## src/rtl/cpu_pkg.sv

```systemverilog
// Shared store-path definitions: size encodings, sequencer state type and size normalisation.
package cpu_pkg;

  localparam logic [1:0] SZ_WORD = 2'b00;
  localparam logic [1:0] SZ_HALF = 2'b01;
  localparam logic [1:0] SZ_BYTE = 2'b10;

  typedef enum logic [1:0] {
    IDLE    = 2'b00,
    READ    = 2'b01,
    CAPTURE = 2'b10,
    WRITE   = 2'b11
  } state_t;

  // The unused size code 2'b11 behaves exactly like a word store.
  function automatic logic [1:0] norm_size(input logic [1:0] sz);
    return (sz == 2'b11) ? SZ_WORD : sz;
  endfunction

endpackage

```

## src/rtl/store_merge.sv

```systemverilog
// Combinational lane merge of new store data into the captured memory word.
module store_merge
  import cpu_pkg::*;
#(
  parameter int DATA_W = 32
) (
  input  logic [DATA_W-1:0] data,
  input  logic [DATA_W-1:0] mdr,
  input  logic [1:0]        size,
  output logic [DATA_W-1:0] merged
);

  always_comb begin
    merged = data;
    case (size)
      SZ_HALF: merged = {data[15:0], mdr[15:0]};
      SZ_BYTE: merged = {data[7:0], mdr[23:0]};
      default: merged = data;
    endcase
  end

endmodule

```

## src/rtl/store_rmw_sequencer.sv

```systemverilog
// Multicycle store controller: direct word writes, read-modify-write for halfword/byte.
// Optional misaligned-request detection is built when STORE_ALIGN_CHECK_EN is defined.
module store_rmw_sequencer
  import cpu_pkg::*;
#(
  parameter int ADDR_W  = 32,
  parameter int DATA_W  = 32,
  parameter int MEM_LAT = 1
) (
  input  logic              clk,
  input  logic              reset,
  input  logic              req_valid,
  output logic              req_ready,
  input  logic [ADDR_W-1:0] req_addr,
  input  logic [DATA_W-1:0] req_data,
  input  logic [1:0]        req_size,
  output logic [ADDR_W-1:0] mem_addr,
  output logic              mem_wr,
  input  logic [DATA_W-1:0] mem_rdata,
  output logic [DATA_W-1:0] mem_wdata,
  output logic              busy,
  output logic              done,
  output logic              err
);

  localparam int CNT_W = (MEM_LAT < 2) ? 1 : $clog2(MEM_LAT + 1);
  localparam logic [CNT_W-1:0] CNT_MAX = CNT_W'(MEM_LAT);

  state_t            state;
  state_t            state_n;
  logic [ADDR_W-1:0] addr_q;
  logic [DATA_W-1:0] data_q;
  logic [DATA_W-1:0] mdr_q;
  logic [1:0]        size_q;
  logic [CNT_W-1:0]  cnt;
  logic              err_q;
  logic              accept;
  logic              misaligned;
  logic [DATA_W-1:0] merged;

  assign req_ready = reset && (state == IDLE);
  assign accept    = req_valid && req_ready;

`ifdef STORE_ALIGN_CHECK_EN
  always_comb begin
    misaligned = 1'b0;
    case (norm_size(req_size))
      SZ_WORD: misaligned = (req_addr[1:0] != 2'b00);
      SZ_HALF: misaligned = req_addr[0];
      default: misaligned = 1'b0;
    endcase
  end

  assign err = (state == WRITE) && err_q;
`else
  assign misaligned = 1'b0;
  assign err        = 1'b0;
`endif

  // cnt restarts at 1 whenever the sequencer is outside READ.
  always_ff @(posedge clk) begin
    if (!reset) begin
      state  <= IDLE;
      addr_q <= '0;
      data_q <= '0;
      size_q <= SZ_WORD;
      mdr_q  <= '0;
      cnt    <= '0;
      err_q  <= 1'b0;
    end else begin
      state <= state_n;
      if (accept) begin
        addr_q <= req_addr;
        data_q <= req_data;
        size_q <= norm_size(req_size);
        err_q  <= misaligned;
      end
      if (state == READ) cnt <= cnt + CNT_W'(1);
      else               cnt <= CNT_W'(1);
      if (state == CAPTURE) mdr_q <= mem_rdata;
    end
  end

  always_comb begin
    state_n = state;
    case (state)
      IDLE: begin
        if (accept) begin
          if (misaligned || (norm_size(req_size) == SZ_WORD)) state_n = WRITE;
          else                                                state_n = READ;
        end
      end
      READ:    if (cnt == CNT_MAX) state_n = CAPTURE;
      CAPTURE: state_n = WRITE;
      WRITE:   state_n = IDLE;
      default: state_n = IDLE;
    endcase
  end

  // A misaligned request still spends its write cycle, but never touches memory.
  always_comb begin
    busy      = (state != IDLE);
    done      = (state == WRITE);
    mem_wr    = (state == WRITE) && !err_q;
    mem_addr  = addr_q;
    mem_wdata = merged;
  end

  store_merge #(.DATA_W(DATA_W)) u_merge (
    .data   (data_q),
    .mdr    (mdr_q),
    .size   (size_q),
    .merged (merged)
  );

endmodule

```

## config.mk

```make
export PLATFORM = sky130hd
export DESIGN_NAME = store_rmw_sequencer
export DESIGN_NICKNAME = d
export VERILOG_FILES = /design/src/rtl/cpu_pkg.sv /design/src/rtl/store_merge.sv /design/src/rtl/store_rmw_sequencer.sv
export SDC_FILE = /design/constraint.sdc
export NUM_CORES = 1
export LEC_CHECK = 0
export CAP_MARGIN = 20
export CORE_MARGIN = 4
export CORE_UTILIZATION = 45
export DETAILED_ROUTE_END_ITERATION = 12
export DONT_BUFFER_PORTS = 1
export PLACE_DENSITY = 0.67
export SYNTH_ARGS = -nofsm -noshare
export SYNTH_HDL_FRONTEND = slang
export SYNTH_SLANG_ARGS = --single-unit
```

## constraint.sdc

```tcl
create_clock -name clk -period 1.5 [get_ports clk]
set_input_delay 0.3 -clock clk [delete_from_list [all_inputs] [get_ports clk]]
set_output_delay 0.3 -clock clk [all_outputs]
set_load 0.005 [all_outputs]
```

**Word level (Yosys, flattened, before mapping)**

Index checks and enable logic that the tools add are counted.
Widths: inputs -> output; s select.

- Multiplexer cells: 7
- Equal/unequal tests: 8
- Add/subtract/negate cells: 1
- Reduce and logical (&&, ||, !) cells: 6

Operator list:

| cell | number |
|---|---|
| $pmux 32 s2 | 1 |
| $eq 2x2->1 const B | 4 |
| $mux 2 | 4 |
| $pmux 2 s4 | 1 |
| $eq 2x1->1 const B | 2 |
| $logic_not 2->1 | 2 |
| $ne 2x2->1 const B | 2 |
| $logic_and 1x1->1 | 2 |
| $reduce_and 2->1 | 1 |
| $reduce_bool 2->1 | 1 |
| $add 1x1->1 const B | 1 |
| $mux 1 | 1 |

- Register bits: 93
- Word-level logic and storage cells: 28
- Bits of input ports: 101
- Output and inout bits: 69

**Depth between registers and ports, before layout**

Gate-level depths: netlist (run 1).

- Depth after elaboration: 6
- Depth in mapped cells: 8
- Depth with buffers taken out: 5

**Modules after synthesis**

From an unflattened synthesis (run 1), not the netlist that was laid out.

- Cells, all modules: 535
- Area total of the unflattened synthesis: 4456.8 um^2

By module, submodules not included:

| module | seq. area each (um^2) | area each (um^2) | cells each | times used |
|---|---|---|---|---|
| store_rmw_sequencer | 2021.9 | 3857.4 | 422 | 1 |
| store_merge | 0.0 | 599.3 | 113 | 1 |

**Worst setup path after synthesis (run 1)**

OpenSTA, ideal clock, no wires.

- Kind: register to output
- Start point: register size_q[0]
- End point: output mem_wdata[16]
- Required time: 1200 ps
- Stages on the path, launching flop included: 7
- Data arrival time: 1312 ps
- Path slack: -112 ps
- Path buffers: 2
- Cell sequence: dfxtp_1 -> inv_1 -> ha_1 -> buf_2 -> clkbuf_1 -> nand2_1 -> o21ai_0

- Cells in the longest elaborated chain, start to end: 2
- Elaborated cells on any way between the ends: 3
- Those cells by class: eq/ne (2); mux (1)

RTL lines:

| item | line | RTL |
|---|---|---|
| from (decl) | store_rmw_sequencer.sv:34 | `logic [1:0] size_q;` |
| from (signal assigned) | store_rmw_sequencer.sv:75 | `size_q <= norm_size(req_size);` |
| $eq 2x2->1 / $eq 2x1->1 (equally long branches) | store_merge.sv:15 | `case (size)` |
| $pmux 32 s2 (*) | store_merge.sv:15 |  |
| to (decl) | store_rmw_sequencer.sv:20 | `output logic [DATA_W-1:0] mem_wdata,` |

Mark *: on every way between the ends. The rest lies on a longest branch, timed or not.

**Worst setup path in the final report (run 1)**

- Start point: register size_q[0]
- End point: output mem_wdata[18]

The elaborated chain is that of the path after synthesis.

==> results of run 1 <==
-- cell families after synthesis --
group / share of synthesized area [%]
other: 0.0927
adder cells (fa/ha/maj): 2.78
AO/OA/AOI/OAI: 18.3
AND/OR/NAND/NOR: 18.7
buffers and inverters: 7.42
multiplexers: 6.71
flip-flops: 46.0
-- per-layer routing --
| metal | vias to the layer above | global-route usage [%] | wire length [µm] |
|---|---|---|---|
| met2 | 113 | 30.7 | 5000 |
| li1 | 1567 | - | - |
| met3 | 17 | 8.39 | 963 |
| met5 | - | 0 | 47 |
| met1 | 1489 | 22.8 | 4040 |
| met4 | 6 | 5.98 | 134 |
-- worst max-delay path, cell delays in order, from the launching register on --
cell and delay [ns]:
sky130_fd_sc_hd__dfxtp_4 0.38, sky130_fd_sc_hd__inv_4 0.04, sky130_fd_sc_hd__ha_4 0.36, sky130_fd_sc_hd__buf_6 0.14
sky130_fd_sc_hd__nand2_1 0.06, sky130_fd_sc_hd__o21ai_1 0.11, sky130_fd_sc_hd__buf_4 0.15
-- registers in the layout (all words and copies together), names as in the netlist --
name and count:
mem_addr 32, state 2, mdr_q 24, size_q 2, data_q 32, cnt 1
-- metrics by stage --
stage	utilization, %	instances	cell area [µm²]
floorplan	-	476	4070
global placement	47.8	563	4170
detailed placement	47.8	563	4170
CTS	51.8	580	4510
global route	52.7	581	4600
finish	52.7	581	4600
-- synth_stat cells --
cell | n | area [µm²]
sky130_fd_sc_hd__buf_12 | 1 | 20.0
sky130_fd_sc_hd__buf_2 | 5 | 25.0
sky130_fd_sc_hd__buf_4 | 4 | 30.0
sky130_fd_sc_hd__nor2_1 | 1 | 3.75
sky130_fd_sc_hd__dfxtp_1 | 93 | 1860
sky130_fd_sc_hd__o21ai_0 | 63 | 315
sky130_fd_sc_hd__nor2_2 | 1 | 6.26
sky130_fd_sc_hd__conb_1 | 1 | 3.75
sky130_fd_sc_hd__and2_1 | 1 | 6.26
sky130_fd_sc_hd__a21oi_1 | 1 | 5.00
sky130_fd_sc_hd__and3_4 | 1 | 11.3
sky130_fd_sc_hd__buf_6 | 11 | 124
sky130_fd_sc_hd__o21ai_1 | 6 | 30.0
sky130_fd_sc_hd__mux2_2 | 1 | 11.3
sky130_fd_sc_hd__mux2i_1 | 26 | 260
sky130_fd_sc_hd__o21ai_2 | 14 | 123
sky130_fd_sc_hd__inv_1 | 7 | 26.3
sky130_fd_sc_hd__a22oi_1 | 16 | 120
sky130_fd_sc_hd__clkbuf_1 | 20 | 75.1
sky130_fd_sc_hd__nor2b_1 | 25 | 156
sky130_fd_sc_hd__a21boi_0 | 1 | 7.51
sky130_fd_sc_hd__ha_1 | 9 | 113
sky130_fd_sc_hd__a22o_1 | 16 | 140
sky130_fd_sc_hd__nand2_1 | 152 | 571
-- timing repair --
action                     4_1_cts  5_1_grt
hold endpoints to repair         0        0
setup endpoints to repair       33       42
pin swaps                       14        8
buffers inserted                 2        1
cloned                           1        0
resized for setup               41       24
-- cell usage in the layout (no fill, tap or decap), types with 7 or more instances in the layout --
| master | instances |
|---|---|
| sky130_fd_sc_hd__a22o_1 | 16 |
| sky130_fd_sc_hd__a22oi_2 | 10 |
| sky130_fd_sc_hd__buf_12 | 7 |
| sky130_fd_sc_hd__buf_4 | 11 |
| sky130_fd_sc_hd__clkbuf_8 | 9 |
| sky130_fd_sc_hd__dfxtp_1 | 89 |
| sky130_fd_sc_hd__mux2i_1 | 26 |
| sky130_fd_sc_hd__nand2_1 | 143 |
| sky130_fd_sc_hd__nand2_2 | 8 |
| sky130_fd_sc_hd__nor2b_1 | 25 |
| sky130_fd_sc_hd__o21ai_0 | 48 |
| sky130_fd_sc_hd__o21ai_1 | 10 |
| sky130_fd_sc_hd__o21ai_2 | 24 |
-- how the worst min path moves through the flow --
stage	startpoint	end
2_1_floorplan	req_data[0]	data_q[0]
3_3_place_gp	req_addr[28]	mem_addr[28]
3_5_place_dp	req_data[19]	data_q[19]
4_1_cts	req_data[16]	data_q[16]
5_1_grt	req_addr[5]	mem_addr[5]
6_report	req_data[16]	data_q[16]
-- area by class of cell --
class,instances,area share [%]
flip-flops and latches,93,40.7
clock buffers,9,2.69
clock inverters,6,1.88
multi-input cells,335,44.8
repair buffers,23,6.37
well taps,108,2.94
inverters,7,0.626
-- power groups by stage --
stage	registers (mW)	logic (mW)	clock network, mW
after floorplan	3.33	1.67	0
after global placement	3.45	1.92	0
after detailed placement	3.48	1.99	0
after CTS	3.45	2.09	1.86
after global routing	3.52	2.45	1.97
final	3.46	2.19	1.81
==> results_tabular.tex, run 1 <==
\begin{tabular}{lr}
\hline
Metric & Value \\
\hline
\multicolumn{2}{l}{\textbf{Status}} \\
\quad Outcome & complete, but fails checks \\
\quad Violated checks & negative setup slack \\
\multicolumn{2}{l}{\textbf{Critical path}} \\
\quad R2r setup slk & between 0.15 and 0.2 ns \\
\quad Worst Setup EP & mem\_wdata[18] \\
\quad Data arrival, critical path & 1.57 ns \\
\quad Category of the most critical setup path & flop to output port \\
\quad Worst flop-to-flop path startpoint & state[0] \\
\quad Kind of end point of the critical path & output port \\
\quad CP max FO & 8 \\
\quad Crit path required time & 1.20 ns \\
\quad Worst reg-to-reg path cell count & 5 \\
\quad Endpoint of the worst-slack reg-to-reg timing path & mem\_addr[25] \\
\quad Type of element launching the critical path & flop \\
\quad Launch point of the critical path & size\_q[0] \\
\multicolumn{2}{l}{\textbf{Detailed routing}} \\
\quad WL/cell & roughly 18 µm \\
\quad Total vias in the final route & between 3000 and 4000 \\
\quad Violation count after the first detailed-route iteration & 126 \\
\quad Pre-antenna DRT Iters & 4 \\
\quad Final antenna-violating net count & 0 \\
\quad Number of design rule violations left after detail routing & 0 \\
\quad Number of vias per cell after detailed routing & between 5 and 6 \\
\quad Total wire length & 10.2 mm \\
\multicolumn{2}{l}{\textbf{Power}} \\
\quad Combinational share of power & between 20\% and 30\% \\
\quad Leak pwr & around 1.6 nW \\
\quad Sequential power share & $\sim$46\% \\
\quad Switching part of the total power & 33.5\% \\
\quad Sum of internal, switching and leakage power & about 7.5 mW \\
\quad Net Sw Power & 2.50 mW \\
\quad Worst ir drop on vdd & between 1000 and 1500 µV \\
\quad Power density over the cells & between 1500 and 2000 mW/mm² \\
\quad Clock group share of total power & roughly a quarter \\
\quad Internal power & 4.97 mW \\
\multicolumn{2}{l}{\textbf{Finish}} \\
\quad Layout Nets & a little under 600 \\
\quad Area used by multi-input combinational logic & between 0.002 and 0.0025 mm² \\
\quad Ratio of cells with drive above 1 in the final layout & approximately 21\% \\
\quad Count of antenna diodes in the layout & 0 \\
\quad Layout area overhead & 13.7\% \\
\quad \# fillers & roughly 830 \\
\quad Seq. cell area & between 0.0015 and 0.002 mm² \\
\multicolumn{2}{l}{\textbf{Logic synthesis}} \\
\quad Register bit count reported by yosys & 93 \\
\quad Post-Syn Nets & $\sim$590 \\
\quad Post-Synthesis Cell Area & a little over 0.004 mm² \\
\quad Synth warn & 0 \\
\quad Average size of a mapped cell & $\sim$8.5 µm² \\
\quad Library cells used by synthesis & 24 \\
\quad Cells after Synth & $\sim$480 \\
\quad Sequential share of the synthesized area & a little under half \\
\multicolumn{2}{l}{\textbf{GRT}} \\
\quad Via count of the first global-routing pass & slightly above 3000 \\
\quad Global-route wire length before repair & between 15 and 20 mm \\
\quad GRT Residual Overflow & 0 \\
\quad Initial antenna violation count & 3 \\
\quad Global-route usage over all layers & a little under a fifth \\
\quad Maximum number of pins on one net before global-route repair & 99 \\
\multicolumn{2}{l}{\textbf{Floorplanning}} \\
\quad Die extent in y & 103 µm \\
\quad Chip Width & roughly 100 µm \\
\quad Overall die area & between 0.01 and 0.015 mm² \\
\quad Boundary Pins & 170 \\
\quad Initial Utilization & a little under half \\
\quad FP Rows & 34 \\
\quad Placeable core region & 0.00872 mm² \\
\multicolumn{2}{l}{\textbf{Placed design}} \\
\quad Port-buffer cells & 0 \\
\quad Routability congestion estimate & around 0.81 \\
\quad Post-DP HPWL & between 7 and 8 mm \\
\quad Pre-CTS setup slack & -0.154 ns \\
\multicolumn{2}{l}{\textbf{STA}} \\
\quad Period minus WS final & between 1.5 and 2 ns \\
\quad Hold Worst Slack & 0.0499 ns \\
\quad Setup TNS after final layout & -9.69 ns \\
\quad Number of max-slew violations in the final report & 0 \\
\quad Final Hold Vio Count & 0 \\
\quad Post-route worst setup slack & -0.371 ns \\
\quad Number of endpoints failing setup at the final stage & 32 \\
\quad Unrepaired setup endpoints after global routing & true \\
\quad Post-route fraction of the period consumed by the critical path & 125\% \\
\quad Achievable clock frequency & 0.534 GHz \\
\quad Clock skew after layout & roughly 0.008 ns \\
\multicolumn{2}{l}{\textbf{Clock network}} \\
\quad Bufs on Longest Clock Path & 2 \\
\quad Clock tree sinks & 93 \\
\quad Number of buffers added by the clock tree synthesis step & 9 \\
\quad Post-CTS clock slew at the launch and capture registers of the worst setup and hold paths & approximately 0.1 ns \\
\quad Source-to-sink clock delay at the later pin of the worst-skew pair & about 0.35 ns \\
\quad Post-cts hold buffer count & 0 \\
\quad Number of H-tree levels & 3 \\
\quad CTS tree & done \\
\quad Root buffer cell & sky130\_fd\_sc\_hd\_\_clkbuf\_8 \\
\multicolumn{2}{l}{\textbf{Hold path}} \\
\quad Class of the worst hold path & input pin to flop \\
\quad Depth of the worst hold-timing path & 2 \\
\multicolumn{2}{l}{\textbf{Flow run}} \\
\quad Maximum capacitance violations & 0 \\
\hline
\end{tabular}
No activity file was read; power rests on OpenSTA's default activity.
==> run 2: changes to the inputs <==
Settings changed: BUFFER_PORTS_ARGS from default to -buffer_cell sky130_fd_sc_hd__buf_2, CORE_UTILIZATION 45 to 43, DONT_BUFFER_PORTS 1 to default, PLACE_DENSITY 0.67 to 0.81.
==> results_tabular.tex, run 2 (synthesized netlist as in run 1, its figures left out) <==
\begin{tabular}{lr}
\hline
Metric & Value \\
\hline
\multicolumn{2}{l}{\textbf{Detailed routing}} \\
\quad Total vias in the final route & 3714 \\
\quad WL/cell & roughly 14 µm \\
\quad Pre-antenna DRT Iters & 4 \\
\quad Number of vias per cell after detailed routing & 5.01 \\
\quad Final antenna-violating net count & 0 \\
\quad Number of design rule violations left after detail routing & 0 \\
\quad Total wire length & about 11 mm \\
\quad Violation count after the first detailed-route iteration & approximately 220 \\
\multicolumn{2}{l}{\textbf{Finish}} \\
\quad Ratio of cells with drive above 1 in the final layout & 37.5\% \\
\quad Area of all placed cells without fillers & 0.00528 mm² \\
\quad Count of non-filler cells in the finished layout & around 740 \\
\quad Commonest non-fill, non-tap cell in the layout & sky130\_fd\_sc\_hd\_\_buf\_2 \\
\quad Count of antenna diodes in the layout & 0 \\
\quad Layout area overhead & 30.5\% \\
\quad Layout Nets & 735 \\
\quad Leading cell types in the layout, fill and taps excluded & sky130\_fd\_sc\_hd\_\_buf\_2 (159), sky130\_fd\_sc\_hd\_\_nand2\_1 (152), sky130\_fd\_sc\_hd\_\_dfxtp\_1 (89) \\
\quad Util after Layout & between 50\% and 60\% \\
\multicolumn{2}{l}{\textbf{Hold path}} \\
\quad Class of the worst hold path & input pin to flop \\
\quad Start point of the worst min-delay path & req\_addr[13] \\
\multicolumn{2}{l}{\textbf{Power}} \\
\quad Sum of internal, switching and leakage power & between 7 and 8 mW \\
\quad Worst ir drop on vdd & roughly 1100 µV \\
\quad Power density over the cells & about 1500 mW/mm² \\
\quad Leak pwr & between 2 and 2.5 nW \\
\multicolumn{2}{l}{\textbf{Critical path}} \\
\quad R2r setup slk & 0.11 ns \\
\quad Type of element launching the critical path & flop \\
\quad Worst Setup EP & mem\_wdata[2] \\
\quad Crit path required time & roughly 1.2 ns \\
\quad Kind of end point of the critical path & output port \\
\quad Category of the most critical setup path & flop to output port \\
\quad Launch point of the critical path & size\_q[0] \\
\quad Data arrival, critical path & approximately 1.6 ns \\
\quad Endpoint of the worst-slack reg-to-reg timing path & mdr\_q[13] \\
\quad Worst reg-to-reg path cell count & 6 \\
\quad Worst flop-to-flop path startpoint & state[0] \\
\quad CP max FO & 16 \\
\multicolumn{2}{l}{\textbf{STA}} \\
\quad Number of max-slew violations in the final report & 0 \\
\quad Final Hold Vio Count & 0 \\
\quad Setup TNS after final layout & -11.57 ns \\
\quad Number of endpoints failing setup at the final stage & 32 \\
\quad Period minus WS final & 1.89 ns \\
\quad Achievable clock frequency & $\sim$0.53 GHz \\
\quad Clock skew after layout & 0.00982 ns \\
\quad Unrepaired setup endpoints after global routing & true \\
\quad Post-route worst setup slack & -0.390 ns \\
\quad Post-route fraction of the period consumed by the critical path & 126\% \\
\multicolumn{2}{l}{\textbf{Floorplanning}} \\
\quad Placeable core region & around 0.009 mm² \\
\quad Initial Utilization & between 40 and 50\% \\
\quad Die extent in y & 105 µm \\
\quad FP Rows & 35 \\
\quad Chip Width & $\sim$100 µm \\
\quad Overall die area & 0.0110 mm² \\
\quad Boundary Pins & 170 \\
\multicolumn{2}{l}{\textbf{Placed design}} \\
\quad Post-Place Cells & just over 700 \\
\quad Post-DP HPWL & between 7 and 8 mm \\
\quad Port-buffer cells & 160 \\
\quad Total cell area at the placement stage & 0.00490 mm² \\
\quad Routability congestion estimate & between 0.8 and 0.9 \\
\multicolumn{2}{l}{\textbf{Clock network}} \\
\quad Source-to-sink clock delay at the later pin of the worst-skew pair & roughly 0.37 ns \\
\quad Root buffer cell & sky130\_fd\_sc\_hd\_\_clkbuf\_8 \\
\quad CTS tree & done \\
\quad Bufs on Longest Clock Path & 2 \\
\quad Number of H-tree levels & 3 \\
\quad Post-CTS clock slew at the launch and capture registers of the worst setup and hold paths & about 0.10 ns \\
\quad Clock tree sinks & 93 \\
\quad Number of buffers added by the clock tree synthesis step & 9 \\
\multicolumn{2}{l}{\textbf{GRT}} \\
\quad Initial antenna violation count & 0 \\
\quad Via count of the first global-routing pass & $\sim$3600 \\
\quad GRT Residual Overflow & 0 \\
\quad Global-route usage over all layers & around a fifth \\
\quad Maximum number of pins on one net before global-route repair & 70 \\
\quad Global-route wire length before repair & around 17 mm \\
\multicolumn{2}{l}{\textbf{Flow run}} \\
\quad Maximum capacitance violations & 0 \\
\multicolumn{2}{l}{\textbf{Status}} \\
\quad Outcome & complete, but fails checks \\
\quad Violated checks & negative setup slack \\
\hline
\end{tabular}
-- run 2: cell types whose count changed in the layout (fill, tap and decap cells not counted), moves of 4 or more --
cell	change
sky130_fd_sc_hd__o21ai_2	-10
sky130_fd_sc_hd__o21ai_0	+7
sky130_fd_sc_hd__o21ai_1	+4
sky130_fd_sc_hd__nand2_2	-8
sky130_fd_sc_hd__buf_2	+159
sky130_fd_sc_hd__nand2_1	+9
-- run 2: worst min path at each step --
stage | end | slack (ns) | cells after the start
after floorplan | data_q[0] | 0.41 | 2
after global placement | cnt | 0.43 | 1
after detailed placement | mem_addr[7] | 0.44 | 2
after CTS | mem_addr[13] | 0.10 | 3
after global routing | data_q[4] | 0.10 | 3
final | mem_addr[13] | 0.13 | 3
-- run 2: report_power, final --
group	internal, mW	total [mW]	switching, mW
clock network	0.814	1.77	0.961
logic	1.31	2.64	1.33
registers	3.01	3.40	0.390
total	5.13	7.81	2.68
-- run 2: through the flow --
stage          hold slack (ns)  worst slack (ns)
6_report                 0.128            -0.390
3_5_place_dp             0.437            -0.222
5_1_grt                  0.104            -0.465
2_1_floorplan            0.409           -0.0119
3_3_place_gp             0.430            -0.166
4_1_cts                  0.105            -0.391
-- run 2: per-layer routing --
layer	GRT usage, %	vias to the layer above	wire length, µm
li1	-	1876	-
met5	0	-	0
met1	23.0	1695	4560
met3	5.06	10	738
met4	6.28	0	129
met2	32.0	133	5300
-- run 2: critical path, stage by stage (launching register included) --
cell                      delay, ns
sky130_fd_sc_hd__dfxtp_4       0.38
sky130_fd_sc_hd__inv_2         0.05
sky130_fd_sc_hd__ha_4          0.31
sky130_fd_sc_hd__nor2_4        0.05
sky130_fd_sc_hd__buf_12        0.14
sky130_fd_sc_hd__a22o_1        0.18
sky130_fd_sc_hd__buf_2         0.13
-- run 2: repair_timing --
action / 4_1_cts / 5_1_grt
gates resized for setup: 28 / 9
hold buffers: 0 / 0
pin swaps: 5 / 1
setup buffers: 4 / 2
endpoints found under the setup margin: 34 / 35
-- run 2: final cells by class --
| cell class | instances | area (µm²) |
|---|---|---|
| inverters | 7 | 26.3 |
| flip-flops and latches | 93 | 1870 |
| clock inverters | 7 | 88.8 |
| repair buffers | 179 | 1040 |
| fillers | 802 | 3920 |
| multi-input cells | 335 | 1990 |
| clock buffers | 9 | 124 |
| well taps | 111 | 139 |
